## config.mk

```make
export PLATFORM = sky130hd
export DESIGN_NAME = p_beid_interconnect_f0_ahb_mtx_decoder
export DESIGN_NICKNAME = d
export VERILOG_FILES = /design/src/rtl/p_beid_interconnect_f0_ahb_mtx_decoder.sv
export SDC_FILE = /design/constraint.sdc
export NUM_CORES = 1
export LEC_CHECK = 0
export ABC_AREA = 1
export BUFFER_PORTS_ARGS = -buffer_cell sky130_fd_sc_hd__clkbuf_2
export CAP_MARGIN = 40
export CELL_PAD_IN_SITES_DETAIL_PLACEMENT = 0
export CELL_PAD_IN_SITES_GLOBAL_PLACEMENT = 1
export CORE_AREA = 2 2 86 88
export DETAILED_ROUTE_END_ITERATION = 10
export DIE_AREA = 0 0 88 90
export HOLD_SLACK_MARGIN = 0.06
export PLACE_DENSITY = 0.95
export SYNTH_ARGS = -nofsm -noshare
export SYNTH_HDL_FRONTEND = slang
export SYNTH_SLANG_ARGS = --single-unit
```

## constraint.sdc

```tcl
create_clock -name HCLK -period 1.7 [get_ports HCLK]
set_input_delay 0.085 -clock HCLK [delete_from_list [all_inputs] [get_ports HCLK]]
set_output_delay 0.085 -clock HCLK [all_outputs]
set_load 0.02 [all_outputs]
```

## src/rtl/p_beid_interconnect_f0_ahb_mtx_decoder.sv

```systemverilog
// AHB matrix output-port address decoder plus data-phase response mux.
// Combinational address-phase selects; the registered data-phase select steers HREADYOUT/HRESP/HRDATA with no added latency.
module p_beid_interconnect_f0_ahb_mtx_decoder #(
  parameter int                     NSLV   = 4,
  parameter int                     ADDR_W = 32,
  parameter int                     DATA_W = 32,
  parameter logic [NSLV*ADDR_W-1:0] BASE   = {NSLV{32'h0}},
  parameter logic [NSLV*ADDR_W-1:0] MASK   = {NSLV{32'hF000_0000}}
) (
  input  logic                     HCLK,
  input  logic                     HRESETn,
  input  logic                     HSEL,
  input  logic [ADDR_W-1:0]        HADDR,
  input  logic [1:0]               HTRANS,
  input  logic                     HREADY,
  output logic [NSLV-1:0]          HSELS,
  output logic                     HSELDEF,
  input  logic [NSLV-1:0]          HREADYOUTS,
  input  logic [2*NSLV-1:0]        HRESPS,
  input  logic [NSLV*DATA_W-1:0]   HRDATAS,
  input  logic                     HREADYOUTDEF,
  input  logic [1:0]               HRESPDEF,
  output logic                     HREADYOUT,
  output logic [1:0]               HRESP,
  output logic [DATA_W-1:0]        HRDATA
);

  logic [NSLV-1:0]   hit;
  logic [NSLV-1:0]   sel_pri;
  logic              lower_hit;
  logic [NSLV:0]     dsel_d;
  logic [NSLV:0]     dsel_q;
  logic              rdy_or;
  logic [1:0]        resp_or;
  logic [DATA_W-1:0] data_or;

  // Slaves qualify transfers with HTRANS themselves; the decoder ignores it.
  logic unused_htrans;
  assign unused_htrans = ^HTRANS;

  always_comb begin
    hit = '0;
    for (int i = 0; i < NSLV; i++) begin
      hit[i] = ((HADDR & MASK[i*ADDR_W +: ADDR_W]) == (BASE[i*ADDR_W +: ADDR_W] & MASK[i*ADDR_W +: ADDR_W]));
    end
  end

  // Overlapping regions resolve to the lowest index.
  always_comb begin
    sel_pri   = '0;
    lower_hit = 1'b0;
    for (int i = 0; i < NSLV; i++) begin
      sel_pri[i] = hit[i] & ~lower_hit;
      lower_hit  = lower_hit | hit[i];
    end
  end

  assign HSELS   = {NSLV{HSEL}} & sel_pri;
  assign HSELDEF = HSEL & ~(|hit);

  assign dsel_d = HREADY ? {HSELDEF, HSELS} : dsel_q;

  always_ff @(posedge HCLK or negedge HRESETn) begin
    if (!HRESETn) begin
      dsel_q <= '0;
    end else begin
      dsel_q <= dsel_d;
    end
  end

  // AND-OR mux so an unknown on a deselected slave cannot leak through.
  always_comb begin
    rdy_or  = 1'b0;
    resp_or = '0;
    data_or = '0;
    for (int i = 0; i < NSLV; i++) begin
      rdy_or  = rdy_or  | (dsel_q[i] & HREADYOUTS[i]);
      resp_or = resp_or | ({2{dsel_q[i]}} & HRESPS[2*i +: 2]);
      data_or = data_or | ({DATA_W{dsel_q[i]}} & HRDATAS[i*DATA_W +: DATA_W]);
    end
    rdy_or  = rdy_or  | (dsel_q[NSLV] & HREADYOUTDEF);
    resp_or = resp_or | ({2{dsel_q[NSLV]}} & HRESPDEF);
  end

  assign HREADYOUT = ~(|dsel_q) | rdy_or;
  assign HRESP     = resp_or;
  assign HRDATA    = data_or;

endmodule

```

==> metrics.md <==
| Metric | Value |
|---|---|
| Outcome | completed |
| # IOs | approximately 220 |
| Cts repair resizes | 0 |
| Total Routing Usage GR | 0.05677 |
| CP Data Required Time | 1.62 ns |
| Worst hold-check path type | in -> reg |
| Sink Count | 2 |
| CTS root buffer | clkbuf_8 |
| Hold Fails Final Rpt | 0 |
| Core Box Area | roughly 7000 µm² |
| Syn_area_per_cell | ~5 µm² |
| Cell row count | 31 |
| DRT antenna net count | 0 |
| Largest net degree at the start of global routing | 22 |
| Sequential-to-total area share from yosys stat | 0.1117 |
| IO buf count | slightly above 80 |
| R2r setup slk | 1.01 ns |
| Worst hold endpoint | dsel_q[4] |
| CTS H-tree depth | 1 |
| Post-synthesis mux area share | 0 |
| Placer congestion estimate | between 0.6 and 0.7 |
| # placed instances | 270 |
| Clock-pin slew on the worst setup and hold paths | around 0.030 ns |
| Die ar. | roughly 8000 µm² |
| Largest reg by FF count | dsel_q |
| Initial antenna violation count | 0 |
| CP peak stage delay | 0.44 ns |
| HP Start | HSEL |
| Final core occ | 0.1408 |
| Largest registers | dsel_q: 2 flops |
| Worst setup startpoint | dsel_q[0] |
| Fin area | approximately 990 µm² |
| Residual DRC count | 0 |
| Global route overflow | 0 |
| Final HPWL DP | around 2100 µm |
| Post-synthesis simple-gate area fraction | 0.3771 |
| DRT Wirelength | about 2300 µm |
| Post-Synth XOR/XNOR Area | 0 |
| # diodes | 0 |
| R2R depth | 2 |
| Synthesis-stage register bit count | 2 |
| CP arrival | around 1.3 ns |
| Cell taking the most area after synthesis | nand2_1 |
| NumNets Final | 358 |
| DIE WIDTH | ~90 µm |
| Final Slew Violations | 0 |
| Max Clk Rate | around 740 MHz |
| Die H | ~90 µm |
| Clk_lat worst skew | roughly 0.21 ns |
| Tmin final | around 1.4 ns |
| Slowest-stage cell, CP | dfrtp_1 |
| Reg2reg start | dsel_q[0] |
| Max VDD drop | between 400 and 500 µV |
| RSZ-0062 raised after global routing | false |
| Clock Tree Buf Depth | 2 |
| Startpoint types | flop |
| Area grow syn2layout | 120.7% |
| Leak | ~0.81 nW |
| Post-CTS setup buffer count | 0 |
| Placed cell area | about 940 µm² |
| TritonCTS Buffers | 3 |
| Synth Cell Area | roughly 450 µm² |
| CP top delay family | buffers and inverters |
| Warnings from Yosys | 0 |
| Vias post-DR | roughly 810 |
| Syn Inst Count | 92 |
| Largest register FFs | 2 |
| CTS tree | done |
| Post-synthesis adder-cell area fraction | 0 |
| Layout cells sized above 1 | 0.4971 |
| Detailed Routing Iterations Pass 1 | 4 |
| Worst path depth | 4 |
| Post-synthesis compound-gate area fraction | 0.06704 |
| Worst Clk Skew | 0 ns |
| Drt wl/cell | between 8 and 9 µm |
| Synth top area share | 0.3268 |
| Pwr dens | around 380 nW/µm² |
| Cell-by-cell trace of the critical path | buf_4 -> nand2_1 -> inv_1 -> clkbuf_2 |
| Max Cap Violations | 0 |
| Layout Cells excl Fill | between 200 and 300 |
| CP endpoint kind | output pin |
| Hold Path Depth | 3 |
| Vias per cell | between 2 and 3 |
| Post-cts hold buffer count | 1 |
| TNS Setup | 0 ns |
| Global-route wire length before repair | roughly 3500 µm |
| Final setup viols | 0 |
| Vias in the first global route | 752 |
| Worst Hold Slack | between 0.1 and 0.15 ns |
| CP Class | reg -> out |
| Dominant combinational cell family by area after synthesis | buffers and inverters |
| Violation count after the first detailed-route iteration | 20 |
| Initial Util | 0.06380 |
| R2R Path End | dsel_q[0] |
| Crit Path Max Fanout | 21 |
| Tcrit/Tclk final | 0.8000 |
| Synth top area cells | nand2_1 (33%), inv_1 (28%), dfrtp_1 (11%) |
| Yosys cell types | 12 |
| Buffer and inverter count on the worst path | 3 |
==> layer usage <==
layer	wire, µm	vias to the layer above	global-route usage	share of wire
met5	0	-	0	0
met4	27	0	0.02308	0.012
met3	296	4	0.01653	0.13
met2	987	60	0.09280	0.43
met1	1010	341	0.06843	0.43
li1	-	408	-	-
==> how the worst max path moves through the flow <==
stage | slack (ns) | endpoint
after detailed placement | 0.55 | HRDATA[13]
after floorplan | 0.73 | HREADYOUT
after global routing | 0.20 | HRDATA[13]
final | 0.34 | HRDATA[13]
after CTS | 0.32 | HRDATA[13]
after global placement | 0.57 | HRDATA[11]
==> Yosys cell counts <==
master and instances:
nand2_1 39, inv_1 34, o211ai_1 1, conb_1 1, buf_6 4, nor2_1 3
a21oi_1 1, a22o_1 2, nand3_1 1, nand4_1 1, dfrtp_1 2, buf_4 3
==> final cells by class <==
| type | count | area [µm²] |
|---|---|---|
| clock buffers | 3 | 41.29 |
| flip-flops and latches | 2 | 50.05 |
| fillers | 820 | 6032 |
| well taps | 99 | 123.9 |
| inverters | 34 | 127.6 |
| multi-input cells | 51 | 210.2 |
| repair buffers | 85 | 435.4 |
==> worst register-to-register path, delay by kind of cell (launching register included) <==
family           cells  cell delay (ns)
flip-flops           1             0.44
AND/OR/NAND/NOR      2             0.15
==> kinds of logic after synthesis <==
logic type,Yosys count
DFF,2
other,1
and+or+nand+nor,44
AOI/OAI and AO/OA,4
buffers and inverters,41
==> cells in the final DEF (no fill, tap or decap), drive strengths merged <==
cell,n
buf,2
nand2,39
clkbuf,85
inv,34
conb,3
a21oi,1
nand4,1
nand3,1
nor2,3
a22o,2
o211ai,1
dfrtp,2
dlygate4sd3,1
==> power by group <==
group	leakage, nW	switching (mW)	total (mW)	internal, mW
Sequential	0.0261	0.00431	0.0551	0.0508
Clock	0.0216	0.0381	0.188	0.150
Combinational	0.767	0.0710	0.131	0.0600
==> stage by stage <==
step           setup slack (ns)  total power [mW]
2_1_floorplan            0.7332            0.1159
3_3_place_gp             0.5725            0.1835
3_5_place_dp             0.5467            0.1865
4_1_cts                  0.3191            0.3832
5_1_grt                  0.2013            0.4011
6_report                 0.3400            0.3739
Note: power is estimated with default switching activity, not from simulation.
